[src/rtl/uart_rx_frame.sv]
// uart_rx_frame: parametrised UART receiver with multi-character frame assembly.
// Receives DATA_BITS data bits (LSB first), optional odd/even parity and 1-2 stop
// bits, then collects BYTES_PER_FRAME good characters into one frame.
// Parity/framing errors pulse a flag and restart frame assembly from slot 0.
// Optional macro UART_RX_TIMEOUT_EN adds an inter-character gap timeout that
// discards a partial frame after TIMEOUT_BITS idle bit periods.
module uart_rx_frame #(
  parameter int CLOCKS_POR_BIT  = 5209,
  parameter int DATA_BITS       = 8,
  parameter int PARITY_MODE     = 0,
  parameter int STOP_BITS       = 1,
  parameter int BYTES_PER_FRAME = 2,
  parameter int TIMEOUT_BITS    = 20
) (
  input  logic                                 clock,
  input  logic                                 reset,
  input  logic                                 bitSerialAtual,
  output logic [DATA_BITS-1:0]                 byte_data,
  output logic                                 byte_valid,
  output logic [DATA_BITS*BYTES_PER_FRAME-1:0] frame_data,
  output logic                                 frame_valid,
  output logic                                 parity_error,
  output logic                                 framing_error,
  output logic                                 busy
);

  localparam int CNT_W   = $clog2(CLOCKS_POR_BIT);
  localparam int IDX_W   = (BYTES_PER_FRAME > 1) ? $clog2(BYTES_PER_FRAME) : 1;
  localparam int FRAME_W = DATA_BITS * BYTES_PER_FRAME;
  localparam logic [CNT_W-1:0] CNT_HALF  = CNT_W'((CLOCKS_POR_BIT - 1) / 2);
  localparam logic [CNT_W-1:0] CNT_LAST  = CNT_W'(CLOCKS_POR_BIT - 1);
  localparam logic [3:0]       DATA_LAST = 4'(DATA_BITS - 1);
  localparam logic [3:0]       STOP_LAST = 4'(STOP_BITS - 1);
  localparam logic [IDX_W-1:0] IDX_LAST  = IDX_W'(BYTES_PER_FRAME - 1);

  // Reject unsupported configurations at elaboration time.
  if (CLOCKS_POR_BIT < 4 || DATA_BITS < 5 || DATA_BITS > 9 ||
      PARITY_MODE < 0 || PARITY_MODE > 2 || STOP_BITS < 1 || STOP_BITS > 2 ||
      BYTES_PER_FRAME < 1 || BYTES_PER_FRAME > 8 || TIMEOUT_BITS < 1) begin : g_bad_params
    $error("uart_rx_frame: unsupported parameter combination");
  end

  typedef enum logic [2:0] {IDLE, START, DATA, PARITY, STOP, DONE, BREAK} state_t;

  state_t               state, state_next;
  logic                 sync1, line;
  logic [CNT_W-1:0]     cnt;
  logic [3:0]           bit_idx;
  logic [DATA_BITS-1:0] shreg;
  logic                 par_err, frm_err;
  logic [IDX_W-1:0]     index;
  logic [FRAME_W-1:0]   assembly, assembled;
  logic                 mid_start, bit_tick, timeout_hit;

  assign mid_start = (cnt == CNT_HALF);
  assign bit_tick  = (cnt == CNT_LAST);

  // Two-flop synchroniser; the line idles high so reset loads ones.
  always_ff @(posedge clock) begin
    if (reset) begin
      sync1 <= 1'b1;
      line  <= 1'b1;
    end else begin
      sync1 <= bitSerialAtual;
      line  <= sync1;
    end
  end

  // State register.
  always_ff @(posedge clock) begin
    if (reset) state <= IDLE;
    else       state <= state_next;
  end

  // Next-state decode; every decision uses the synchronised line.
  always_comb begin
    state_next = state;
    case (state)
      IDLE:    if (!line) state_next = START;
      START:   if (mid_start) state_next = line ? IDLE : DATA;
      DATA:    if (bit_tick && bit_idx == DATA_LAST)
                 state_next = (PARITY_MODE != 0) ? PARITY : STOP;
      PARITY:  if (bit_tick) state_next = STOP;
      STOP:    if (bit_tick && bit_idx == STOP_LAST) state_next = DONE;
      DONE:    state_next = frm_err ? BREAK : IDLE;
      BREAK:   if (line) state_next = IDLE;
      default: state_next = IDLE;
    endcase
  end

  // Assembly buffer with the current character dropped into its slot, so the
  // final character and the frame output update together.
  always_comb begin
    assembled = assembly;
    for (int k = 0; k < BYTES_PER_FRAME; k++) begin
      if (index == IDX_W'(k)) assembled[k*DATA_BITS +: DATA_BITS] = shreg;
    end
  end

`ifdef UART_RX_TIMEOUT_EN
  localparam int GAP_LIMIT = TIMEOUT_BITS * CLOCKS_POR_BIT;
  localparam int GAP_W     = $clog2(GAP_LIMIT + 1);
  logic [GAP_W-1:0] gap_cnt;

  // Idle-gap counter; only runs while a partial frame waits in IDLE.
  always_ff @(posedge clock) begin
    if (reset || state != IDLE || index == '0 || !line) gap_cnt <= '0;
    else                                                gap_cnt <= gap_cnt + 1'b1;
  end

  assign timeout_hit = (state == IDLE) && (index != '0) && line &&
                       (gap_cnt == GAP_W'(GAP_LIMIT - 1));
`else
  assign timeout_hit = 1'b0;
`endif

  // Bit timing, shifting, error latching, frame assembly and registered outputs.
  always_ff @(posedge clock) begin
    if (reset) begin
      cnt           <= '0;
      bit_idx       <= '0;
      shreg         <= '0;
      par_err       <= 1'b0;
      frm_err       <= 1'b0;
      index         <= '0;
      assembly      <= '0;
      byte_data     <= '0;
      byte_valid    <= 1'b0;
      frame_data    <= '0;
      frame_valid   <= 1'b0;
      parity_error  <= 1'b0;
      framing_error <= 1'b0;
      busy          <= 1'b0;
    end else begin
      byte_valid    <= 1'b0;
      frame_valid   <= 1'b0;
      parity_error  <= 1'b0;
      framing_error <= 1'b0;
      busy          <= (state_next != IDLE);
      case (state)
        IDLE: begin
          cnt     <= '0;
          bit_idx <= '0;
          par_err <= 1'b0;
          frm_err <= 1'b0;
          if (timeout_hit) index <= '0;
        end
        START: cnt <= mid_start ? '0 : cnt + 1'b1;
        DATA: begin
          if (bit_tick) begin
            cnt     <= '0;
            shreg   <= {line, shreg[DATA_BITS-1:1]};
            bit_idx <= (bit_idx == DATA_LAST) ? 4'd0 : bit_idx + 4'd1;
          end else begin
            cnt <= cnt + 1'b1;
          end
        end
        PARITY: begin
          if (bit_tick) begin
            cnt     <= '0;
            par_err <= (((^shreg) ^ line) == (PARITY_MODE == 2));
          end else begin
            cnt <= cnt + 1'b1;
          end
        end
        STOP: begin
          if (bit_tick) begin
            cnt     <= '0;
            bit_idx <= (bit_idx == STOP_LAST) ? 4'd0 : bit_idx + 4'd1;
            if (!line) frm_err <= 1'b1;
          end else begin
            cnt <= cnt + 1'b1;
          end
        end
        DONE: begin
          cnt <= '0;
          if (frm_err) begin
            framing_error <= 1'b1;
            index         <= '0;
          end else if (par_err) begin
            parity_error <= 1'b1;
            index        <= '0;
          end else begin
            byte_data  <= shreg;
            byte_valid <= 1'b1;
            assembly   <= assembled;
            if (index == IDX_LAST) begin
              frame_data  <= assembled;
              frame_valid <= 1'b1;
              index       <= '0;
            end else begin
              index <= index + 1'b1;
            end
          end
        end
        default: cnt <= '0;
      endcase
    end
  end

endmodule

[config.mk]
export PLATFORM = sky130hd
export DESIGN_NAME = uart_rx_frame
export DESIGN_NICKNAME = d
export VERILOG_FILES = /design/src/rtl/uart_rx_frame.sv
export SDC_FILE = /design/constraint.sdc
export NUM_CORES = 1
export LEC_CHECK = 0
export ABC_AREA = 1
export BUFFER_PORTS_ARGS = -buffer_cell sky130_fd_sc_hd__buf_2
export CAP_MARGIN = 20
export CORE_UTILIZATION = 52
export DETAILED_ROUTE_END_ITERATION = 12
export PLACE_DENSITY = 0.75
export SLEW_MARGIN = 40
export SYNTH_ARGS = -nofsm -noshare
export SYNTH_HDL_FRONTEND = slang
export SYNTH_SLANG_ARGS = --single-unit
[constraint.sdc]
create_clock -name clock -period 1.5 [get_ports clock]
set_input_delay 0.3 -clock clock [delete_from_list [all_inputs] [get_ports clock]]
set_output_delay 0.3 -clock clock [all_outputs]
set_load 0.005 [all_outputs]
After elaboration in Yosys (flattened, before gate mapping)
Cells that the tools add are included.
- muxes and demuxes: 31
- bitwise logic cells: 5
- reductions and logical operators: 19
- equal/unequal tests: 13
- add/sub/neg operators: 3
- operators by type and width (kind ; number):
    13-bit 2-to-1 mux ; 2
    13-bit one-hot mux with 2 select lines ; 1
    3-bit 2-to-1 mux ; 7
    3-bit one-hot mux with 7 select lines ; 1
    4-bit 2-to-1 mux ; 4
    8-bit 2-to-1 mux ; 2
    13-bit by 1-bit adder with 13-bit output (second input constant) ; 1
    13-bit by 12-bit equality test with 1-bit output (second input constant) ; 1
    13-bit equality test (second input constant) ; 1
    4-bit one-hot mux with 3 select lines ; 1
    1-bit 2-to-1 mux ; 10
    3-bit equality test (second input constant) ; 3
    3-bit AND reduction ; 3
    2-bit inequality test (second input constant) ; 4
    8-bit XOR reduction ; 1
    3-bit by 2-bit equality test with 1-bit output (second input constant) ; 2
    3-bit nonzero test ; 2
    3-bit OR reduction ; 2
    4-bit by 1-bit adder with 4-bit output (second input constant) ; 1
    4-bit by 3-bit equality test with 1-bit output (second input constant) ; 1
    4-bit logical NOT ; 1
    1-bit inverter ; 4
    1-bit one-hot mux with 2 select lines ; 2
    2-bit AND reduction ; 2
    other kinds (10) ; 12
- input port bits: 3
- output and inout bits: 29
- register bits: 78

Longest topological paths before layout
Gate-level depths: netlist of run 1.
- word-level depth: 5
- gate-level depth with buffers: 12
- depth with buffers taken out: 12

Least setup slack after synthesis of run 1
Ideal clock, no wire load.
- path type: reg2reg
- start point: reg cnt[0]
- end point: reg bit_idx[0]
- path buffers: 0
- data required time: 1.384 ns
- setup slack: 0.069 ns
- library setup time: 0.116 ns
- arrival: 1.315 ns
- clock period less this slack: 1.431 ns
- cell stages (with the launch flop): 10
- cells stage by stage: dfxtp_1 inv_1 ha_1 nand2_1 nor2_2 nand3_2 nor2_1 nor2_1 o21ai_0 nor2_1
- cells in the longest elaborated chain, start to end: 3
- elaborated cells between the ends (all ways): 4
- those cells by class: eq/ne (3); reduce/logical (1)
- ends and longest elaborated chain (element ; line ; text):
    start: declaration ; 47 ; logic [CNT_W-1:0] cnt;
    start signal: assignment ; 148 ; START: cnt <= mid_start ? '0 : cnt + 1'b1;
    start signal: assignment ; 155 ; cnt <= cnt + 1'b1;
    start signal: assignment ; 163 ; cnt <= cnt + 1'b1;
    13-bit equality test * ; 56 ; assign bit_tick = (cnt == CNT_LAST);
    2-bit inequality test (no line) ; n/a ;
    3-bit AND reduction (no line) * ; n/a ;
    end signal: assignment ; 153 ; bit_idx <= (bit_idx == DATA_LAST) ? 4'd0 : bit_idx + 4'd1;
    end signal: assignment ; 169 ; bit_idx <= (bit_idx == STOP_LAST) ? 4'd0 : bit_idx + 4'd1;
    end: declaration ; 48 ; logic [3:0] bit_idx;
Mark *: on every way between the ends. The rest lies on a longest branch, timed or not.
A chain may end at the register's enable or synchronous reset.

Worst setup path after layout of run 1
- start point: reg state[0]
- end point: reg frame_data[14]
- cells in the longest elaborated chain, start to end: 2
- ends and longest elaborated chain (element ; line ; text):
    start: declaration ; 45 ; state_t state, state_next;
    start signal: assignment ; 72 ; else state <= state_next;
    3-bit equality test ; 140 ; case (state)
    4-bit AND reduction (no line) ; n/a ;
    end signal: assignment ; 188 ; frame_data <= assembled;
    end: declaration ; 20 ; output logic [DATA_BITS*BYTES_PER_FRAME-1:0] frame_data,
No other way between the ends.

==> run summary, run 1 <==
Result of the run - finished, violations left
Violations in the final reports - negative setup slack
Largest net degree at the start of global routing - 28
Final cell utilization of the core - 69.7%
Clock root buffer - clkbuf_8
Global placement routability congestion - 0.867
Area share of the largest cell type after synthesis - 46.4%
WP data required - 1750 ps
Distinct cell type count of the synthesized netlist - 29
Ys flop type - dfxtp_1
Largest area contributor in the synthesized netlist - dfxtp_1
Mean area per synthesized cell - 7.35 um2
Die Area - 6120 um2
Count of antenna diodes in the layout - 0
Highest net fanout along the worst path - 6
Hold Fails Final Rpt - 0
Max Slew Vio Count - 0
EDFF count, synth - 0
Actual slew at the worst max-slew pin - 346 ps
Drt via density - 5.20
IR drop worst, VDD - 0.636 mV
DR WL/cell - 13.0 um
Cells along the critical path - inv_4 > nor2_4 > nand2_2 > inv_2 > nand2_4 > nor2_4 > clkinvlp_4 > clkbuf_16 > nand3_1 > o21ai_1
Gr usage total - 23.3%
Die Height - 78.2 um
Final routed wirelength across all metal layers - 7.13 mm
Min-delay worst type - primary input to register
Area growth syn-to-layout - 27.9%
Fraction of the cycle the final worst path needs - 102%
Effective utilization at floorplan - 54.5%
Clock slew at the register clock pins of the worst setup and hold paths - 80 ps
Critical path data arrival time - 1790 ps
Hold Path End - sync1$_SDFF_PP1_
Detailed Routing Iterations Pass 1 - 5
Total via count after detailed routing - 2844
Number of buffers on the longest clock path - 2
Path depth of the worst reg2reg path - 10
Final WS setup - -36.1 ps
Total power - 3.29 mW
Post-Route Setup TNS - -165 ps
Static leakage - 1.69 nW
Longest individual stage delay on the worst path - 380 ps
Register-to-register setup slack - -40 ps
CTS Hold Buffers Added - 0
Cell with the most instances after synthesis - nand2_1
Cell with the largest stage delay on the worst path - dfxtp_4
Number of placement rows - 27
Cell Pwr Density - 852 nW/um2
Async set or reset register ratio after synthesis - 0%
Post-DRT Antenna Nets - 0
Count of unresolved DRC violations after routing - 0
Reg2Reg Launch Point - state[0]$_SDFF_PP0_
Clock tree from TritonCTS - yes
Period minus WS final - 1540 ps
Highest-utilization routing layer at the global route stage - met2
Global-route wire length before repair - 11.0 mm
Timing-limited maximum frequency - 651 MHz
Layout cells sized above 1 - 29.7%
DR iter-0 viols - 294
Post-synthesis instance total - 411
Count of pins on the block boundary - 32
Quantity of I/O buffers inserted on ports - 31
Worst clock skew - 10.3 ps
Met1 Resource Use GR - 32.9%
Maxcap violations - 0
Synthesized netlist net count - 418
Nature of the critical path endpoint - register
Min-Delay Startpoint - bitSerialAtual
Antenna violations before repair - 0
Overflow after GRT - 0
Via count of the first global-routing pass - 2346
H-tree lvl count - 3
CORE AREA - 5540 um2
Number of buffers added by the clock tree synthesis step - 9
Cell repeated most along the worst path - nor2_4
Total of warnings raised by yosys - 0
Met3 Use GR - 6.98%
Leading cell types by total area after synthesis - dfxtp_1, nand2_1, nor2_1, inv_1, o21ai_0
Clock sink count - 70
Critical path launch point type - register
# nets final - 478
Clock latency on the worst-skew pair - 360 ps
Multi-input gate area in the final layout - 1520 um2
Synthesis-stage register bit count - 70
Post-detailed-placement half-perimeter wirelength - 4.58 mm
GR met2 Demand/Resource - 33.9%
Total area of sequential cells - 1420 um2
Worst slew slack as a fraction of its limit - 76.8%
Filler Cell Count - 438
Syn Std Cell Area - 3020 um2
Leading cell types by count after synthesis - nand2_1, dfxtp_1, nor2_1
Width of the chip - 78.2 um
Worst setup path class - register to register
Setup repair after global routing missed its margin - true
Worst hold path stage count - 2
Register area share after synthesis - 46.4%
Final setup violation count - 10
Reg-to-reg endpoint - frame_data[14]$_SDFFE_PP0P_
## cells by family after synthesis
kind of cell	count (synthesis)	synth area share, %
buffers and inverters	69	9.49
XOR/XNOR	6	1.74
AND/OR/NAND/NOR	189	27.3
adder cells (fa/ha/maj)	4	1.66
flip-flops	70	46.4
AO/OA/AOI/OAI	73	13.4
## how the worst max path moves through the flow
stage | start | endpoint | slack, ps | cells past startpoint
final | state[0]$_SDFF_PP0_ | frame_data[14]$_SDFFE_PP0P_ | -40 | 10
after global routing | state[0]$_SDFF_PP0_ | frame_data[10]$_SDFFE_PP0P_ | -120 | 10
after CTS | state[1]$_SDFF_PP0_ | cnt[8]$_SDFF_PP0_ | -5 | 6
after detailed placement | cnt[0]$_SDFF_PP0_ | cnt[11]$_SDFF_PP0_ | -90 | 9
after global placement | cnt[0]$_SDFF_PP0_ | cnt[11]$_SDFF_PP0_ | -10 | 8
after floorplan | cnt[0]$_SDFF_PP0_ | bit_idx[0]$_SDFFE_PP0P_ | 70 | 9
## metrics by stage
stage / hold WS [ps] / setup WS (ps) / cell area (um2) / cells
4_1_cts: 125 / -5.25 / 3540 / 533
6_report: 122 / -36.1 / 3860 / 547
5_1_grt: 112 / -116 / 3860 / 547
3_5_place_dp: 400 / -86.7 / 3320 / 515
3_3_place_gp: 400 / -9.98 / 3320 / 515
2_1_floorplan: 389 / 68.9 / 3020 / 411
## repair_timing
action | in CTS | in global routing
resized for setup | 7 | 65
gates cloned | 0 | 3
pin swaps | 2 | 10
endpoints found under the setup margin | 23 | 57
setup buffers | 3 | 11
## sequential cells by signal, indices dropped and copies added, names as in the netlist, 3 cells and up
name / flops
shreg: 8
state: 3
frame_data: 16
bit_idx: 4
byte_data: 8
cnt: 13
assembly: 8
## layer usage
layer,wire length (um),vias up
met5,0,-
li1,-,1432
met3,370,13
met4,86,0
met2,3190,90
met1,3480,1309
## report_power, final
group	internal, mW	leakage, nW	switching, mW
logic	0.0331	1.04	0.0670
clock network	0.586	0.0848	0.739
registers	1.86	0.568	0.00473
## cell usage in the layout (no fill, tap or decap), drive strengths merged, types with 8 or more instances in the layout
| master | n |
|---|---|
| a211oi | 9 |
| a21oi | 22 |
| buf | 59 |
| clkbuf | 11 |
| dfxtp | 70 |
| inv | 54 |
| nand2 | 79 |
| nand3 | 31 |
| nor2 | 66 |
| nor3 | 8 |
| o21ai | 37 |
## worst max-delay path: cells and delay by family, from the launching register on
kind,cells,cell delay [ps]
DFF,1,380
and+or+nand+nor,5,470
AOI/OAI and AO/OA,1,70
buffers and inverters,4,510
## cell type report
cell class / instances / share of cell area, %
inverter: 56 / 5.60
timing repair buffer: 61 / 11.8
clock inverter: 6 / 1.04
sequential: 70 / 36.6
tap: 72 / 2.33
multi-input combinational: 273 / 39.4
clock buffer: 9 / 3.21
Power figures use the tool's default switching activity.
==> run 2: changes to the inputs <==
- CORE_ASPECT_RATIO: unset -> 1.25
==> run 2 against run 1 <==
  * The flow still finishes with violations (negative setup slack)
  * Maximum frequency is 1.1% higher
  * Cell count is 0.91% lower
  * Clock skew down 1.6 ps
  * Largest cell class unchanged
  * Via count is 1.1% higher
  * Critical endpoint is now cnt[5]$_SDFF_PP0_
  * Clock power increased by 24%
  * Final area is 1.7% higher
  * Sequential power hardly changed
  * Utilization up 1.4 points
==> run summary, run 2 (synthesis gave the netlist of run 1 again) <==
Result of the run - finished, violations left
Violations in the final reports - negative setup slack
DR iter-0 viols - 184
Final routed wirelength across all metal layers - 7.55 mm
IR drop worst, VDD - 0.608 mV
Area growth syn-to-layout - 30.0%
Critical path launch point type - register
Die Area - 6120 um2
CORE AREA - 5520 um2
Post-detailed-placement half-perimeter wirelength - 4.82 mm
Largest net degree at the start of global routing - 21
Post-DRT Antenna Nets - 0
Layout cells sized above 1 - 31.6%
Drt via density - 5.30
Clock sink count - 70
Quantity of I/O buffers inserted on ports - 31
Total via count after detailed routing - 2875
Highest net fanout along the worst path - 7
Register with the most flip-flops - frame_data
Leading registers by flop count - frame_data x16, cnt x13
Die Height - 87.2 um
Overflow after GRT - 0
Timing-limited maximum frequency - 658 MHz
Number of buffers added by the clock tree synthesis step - 9
DR WL/cell - 13.9 um
Cells along the critical path - inv_2 > ha_4 > nand2_4 > nor2_4 > nand3_4 > buf_6 > o21ai_2 > nand2_2 > nand2_4 > nor3_2
Count of antenna diodes in the layout - 0
Worst setup path class - register to register
Global-route wire length before repair - 11.9 mm
Gr usage total - 24.7%
Final setup violation count - 14
Maxcap violations - 0
Setup repair after global routing missed its margin - true
Nature of the critical path endpoint - register
Via count of the first global-routing pass - 2709
Worst slew slack as a fraction of its limit - 68.6%
Clock latency on the worst-skew pair - 340 ps
Worst clock skew - 8.70 ps
Detailed Routing Iterations Pass 1 - 4
Final WS setup - -18.8 ps
Cell repeated most along the worst path - nand2_4
Number of buffers on the longest clock path - 2
Actual slew at the worst max-slew pin - 469 ps
Clock root buffer - clkbuf_8
Post-Route Setup TNS - -146 ps
Count of pins on the block boundary - 32
Commonest cells after routing, fill and taps aside - nand2_1, dfxtp_1, inv_1, nor2_1, buf_2
Clock slew at the register clock pins of the worst setup and hold paths - 80 ps
Hold Fails Final Rpt - 0
CTS Hold Buffers Added - 0
Count of unresolved DRC violations after routing - 0
Static leakage - 1.71 nW
Effective utilization at floorplan - 54.7%
Width of the chip - 70.2 um
Final cell utilization of the core - 71.2%
Antenna violations before repair - 0
Longest individual stage delay on the worst path - 330 ps
Number of flip-flops in the largest register - 16
Global placement routability congestion - 0.868
Total power - 3.62 mW
Critical path data arrival time - 1750 ps
Fraction of the cycle the final worst path needs - 101%
WP data required - 1730 ps
H-tree lvl count - 3
Number of placement rows - 30
Period minus WS final - 1520 ps
Max Slew Vio Count - 0
Min-delay worst type - primary input to register
Clock tree from TritonCTS - yes
Final Hold Slack - 145 ps
Cell Pwr Density - 921 nW/um2
Cell with the largest stage delay on the worst path - dfxtp_2
# nets final - 481
## run 2: cell count changes in the layout (fill, tap and decap cells not counted), sizes merged
| cell | before | now |
|---|---|---|
| buf | 59 | 64 |
| bufinv | 0 | 2 |
| clkinv | 6 | 3 |
| clkinvlp | 2 | 1 |
| clkbuf | 11 | 9 |
| inv | 54 | 56 |
## run 2: critical path: cells and delay by family, from the launching register on
kind,cells,cell delay (ps)
AND/OR/NAND/NOR,6,660
flip-flops,1,330
buffers and inverters,2,210
adder cells (fa/ha/maj),1,150
AO/OA/AOI/OAI,1,60
## run 2: cell type report
cell class,instances,area [um2]
timing repair buffer,64,459
tap,64,80.1
fill,425,1590
sequential,70,1410
inverter,56,210
clock buffer,9,124
clock inverter,6,86.3
multi-input combinational,273,1560
## run 2: worst paths after layout
check	startpoint	endpoint	slack [ps]	depth (start not counted)
setup / recovery	cnt[0]$_SDFF_PP0_	cnt[5]$_SDFF_PP0_	-20	10
hold / removal	bitSerialAtual	sync1$_SDFF_PP1_	140	2
setup reg to reg	cnt[0]$_SDFF_PP0_	cnt[5]$_SDFF_PP0_	-20	10
hold reg to reg	sync1$_SDFF_PP1_	line$_SDFF_PP1_	420	1
## run 2: layer usage
metal  GRT usage, %  up-vias  share of wire (%)
met3           4.98       17                3.9
met1           26.9     1342                 39
li1               -     1439                  -
met2           45.1       77                 55
met4           13.3        0                1.9
met5              0        -                  0
## run 2: repair_timing
action,CTS,global route
pin swaps,10,21
cloned,2,0
setup endpoints to repair,18,48
buffers inserted,5,4
gates resized for setup,19,56
## run 2: where the power goes
group	internal, mW	leakage (nW)	switching [mW]
Clock	0.927	0.105	0.725
Combinational	0.0329	1.04	0.0658
Sequential	1.86	0.567	0.00316
## run 2: metrics by stage
stage / instances / worst slack (ps) / cell area (um2)
6_report: 542 / -18.8 / 3930
5_1_grt: 542 / -99.9 / 3930
4_1_cts: 540 / -9.80 / 3740
3_5_place_dp: 518 / -51.4 / 3390
3_3_place_gp: 518 / -2.49 / 3390
2_1_floorplan: 411 / 68.9 / 3020
==> run 3: changes to the inputs <==
- CORE_ASPECT_RATIO: 1.25 -> 1.5
- CORE_UTILIZATION: 52 -> 50
- PLACE_DENSITY: 0.75 -> 0.72
- clock period: 1.5 -> 1.3 ns (I/O delays scaled with it)
==> run 3 against run 2 <==
  * The run still ends with negative setup slack left
  * Total power up 20%
  * Global-route usage rose by 0.65 points
  * Register-to-register slack worse by 200 ps
  * Sequential share of layout area shrank 4.0 points
  * Hold slack got worse by 38 ps
  * Final area up 13%
  * Wire length increased by 13%
  * Combinational power grew 33%
  * First-iteration DRC count down 38%
  * Clock skew down 1.5 ps
  * Die area grew 4.0%
  * Critical endpoint is now bit_idx[3]$_SDFFE_PP0P_
==> run summary, run 3 (synthesis gave the netlist of run 1 again) <==
Total power - 4.33 mW
Die Area - 6360 um2
Count of unresolved DRC violations after routing - 0
Quantity of I/O buffers inserted on ports - 31
Max Slew Vio Count - 0
Violations in the final reports - negative setup slack
Width of the chip - 65.5 um
Actual slew at the worst max-slew pin - 545 ps
Post-detailed-placement half-perimeter wirelength - 5.11 mm
Critical path data arrival time - 1800 ps
Area growth syn-to-layout - 46.9%
Placement Setup Slack - -201 ps
Critical path launch point type - register
Cell repeated most along the worst path - inv_1
Clock slew at the register clock pins of the worst setup and hold paths - 80 ps
Min-delay worst type - primary input to register
CTS Hold Buffers Added - 0
# nets final - 510
Clock latency on the worst-skew pair - 350 ps
Effective utilization at floorplan - 51.8%
Clock sink count - 70
Post-DRT Antenna Nets - 0
Overflow after GRT - 0
Worst clock skew - 7.17 ps
Final cell utilization of the core - 76.1%
Antenna violations before repair - 0
Largest net degree at the start of global routing - 36
DR iter-0 viols - 115
Hold Fails Final Rpt - 0
Count of antenna diodes in the layout - 0
Setup repair after global routing missed its margin - true
Nature of the critical path endpoint - register
Count of pins on the block boundary - 32
Via count of the first global-routing pass - 2876
Total via count after detailed routing - 3044
Timing-limited maximum frequency - 658 MHz
Drt via density - 5.25
Cells along the critical path - inv_1 > nor2_2 > nand2_2 > nand2_1 > inv_1 > o21ai_1 > o21ai_0 > a21oi_1
Commonest cells after routing, fill and taps aside - nand2_1, dfxtp_1, buf_4, inv_1, nor2_1
H-tree lvl count - 3
IR drop worst, VDD - 0.583 mV
Highest net fanout along the worst path - 4
CORE AREA - 5830 um2
DR WL/cell - 14.7 um
Leading cell type in the layout, fill and taps excluded - nand2_1
Final setup violation count - 57
Cell with the largest stage delay on the worst path - dfxtp_2
Final WS setup - -220 ps
Gr usage total - 25.4%
Number of placement rows - 34
Global placement routability congestion - 0.871
Worst setup path class - register to register
Fraction of the cycle the final worst path needs - 117%
Static leakage - 1.92 nW
Layout cells sized above 1 - 43.1%
Register with the most flip-flops - frame_data
Global-route wire length before repair - 12.2 mm
Cell Pwr Density - 976 nW/um2
Number of buffers on the longest clock path - 2
Worst slew slack as a fraction of its limit - 63.5%
Die Height - 97.2 um
Leading registers by flop count - frame_data x16, cnt x13
Number of flip-flops in the largest register - 16
Maxcap violations - 0
Clock tree from TritonCTS - yes
Period minus WS final - 1520 ps
WP data required - 1580 ps
Longest individual stage delay on the worst path - 410 ps
Detailed Routing Iterations Pass 1 - 5
Number of buffers added by the clock tree synthesis step - 9
Result of the run - finished, violations left
Final routed wirelength across all metal layers - 8.51 mm
Clock root buffer - clkbuf_8
==> run 3: cell types whose count changed in the layout (fill, tap and decap cells not counted), moves of 7 or more <==
cell	before	now
buf_4	25	48
o21ai_0	29	8
o21ai_1	5	19
nand3_2	1	14
nand3_1	27	15
o21ai_2	3	10
==> run 3: worst max-delay path: cells and delay by family (launching register included) <==
kind                   cells  cell delay [ps]
AOI/OAI and AO/OA          3              540
DFF                        1              410
and+or+nand+nor            3              310
buffers and inverters      2              200
==> run 3: final cells by class <==
class,count,area (um2)
clock inverter,4,77.6
sequential,70,1410
inverter,56,238
fill,399,1390
tap,72,90.1
multi-input combinational,274,1720
clock buffer,12,155
timing repair buffer,92,741
==> run 3: power breakdown <==
group	switching [mW]	internal, mW
registers	0.00593	2.15
logic	0.0913	0.0397
clock network	0.846	1.20
total	0.943	3.39
==> run 3: per-stage QoR <==
stage / cells / setup TNS, ps / area [um2] / hold slack [ps]
after floorplan: 411 / -207 / 3060 / 364
after detailed placement: 549 / -4890 / 3630 / 393
after global placement: 549 / -2580 / 3630 / 391
after CTS: 574 / -4120 / 4070 / 95.0
final: 580 / -4670 / 4440 / 107
after global routing: 580 / -9340 / 4440 / 100
==> run 3: worst paths after layout <==
path | slack, ps | endpoint | start | depth (start not counted)
worst max-delay path | -220 | bit_idx[3]$_SDFFE_PP0P_ | state[1]$_SDFF_PP0_ | 8
worst min-delay path | 110 | sync1$_SDFF_PP1_ | bitSerialAtual | 2
worst max register to register | -220 | bit_idx[3]$_SDFFE_PP0P_ | state[1]$_SDFF_PP0_ | 8
worst min register to register | 410 | line$_SDFF_PP1_ | sync1$_SDFF_PP1_ | 1
==> run 3: repair_timing <==
| action | in CTS | in global routing |
|---|---|---|
| pin swaps | 2 | 14 |
| gates resized for setup | 39 | 100 |
| endpoints found under the setup margin | 60 | 65 |
| gates cloned | 3 | 3 |
| buffers inserted | 6 | 5 |
==> run 3: routing by layer <==
| layer | wire length (um) | global-route usage (%) |
|---|---|---|
| met1 | 2920 | 22.3 |
| met2 | 4820 | 48.9 |
| met3 | 234 | 5.05 |
| met4 | 535 | 16.7 |
| met5 | 0 | 0 |
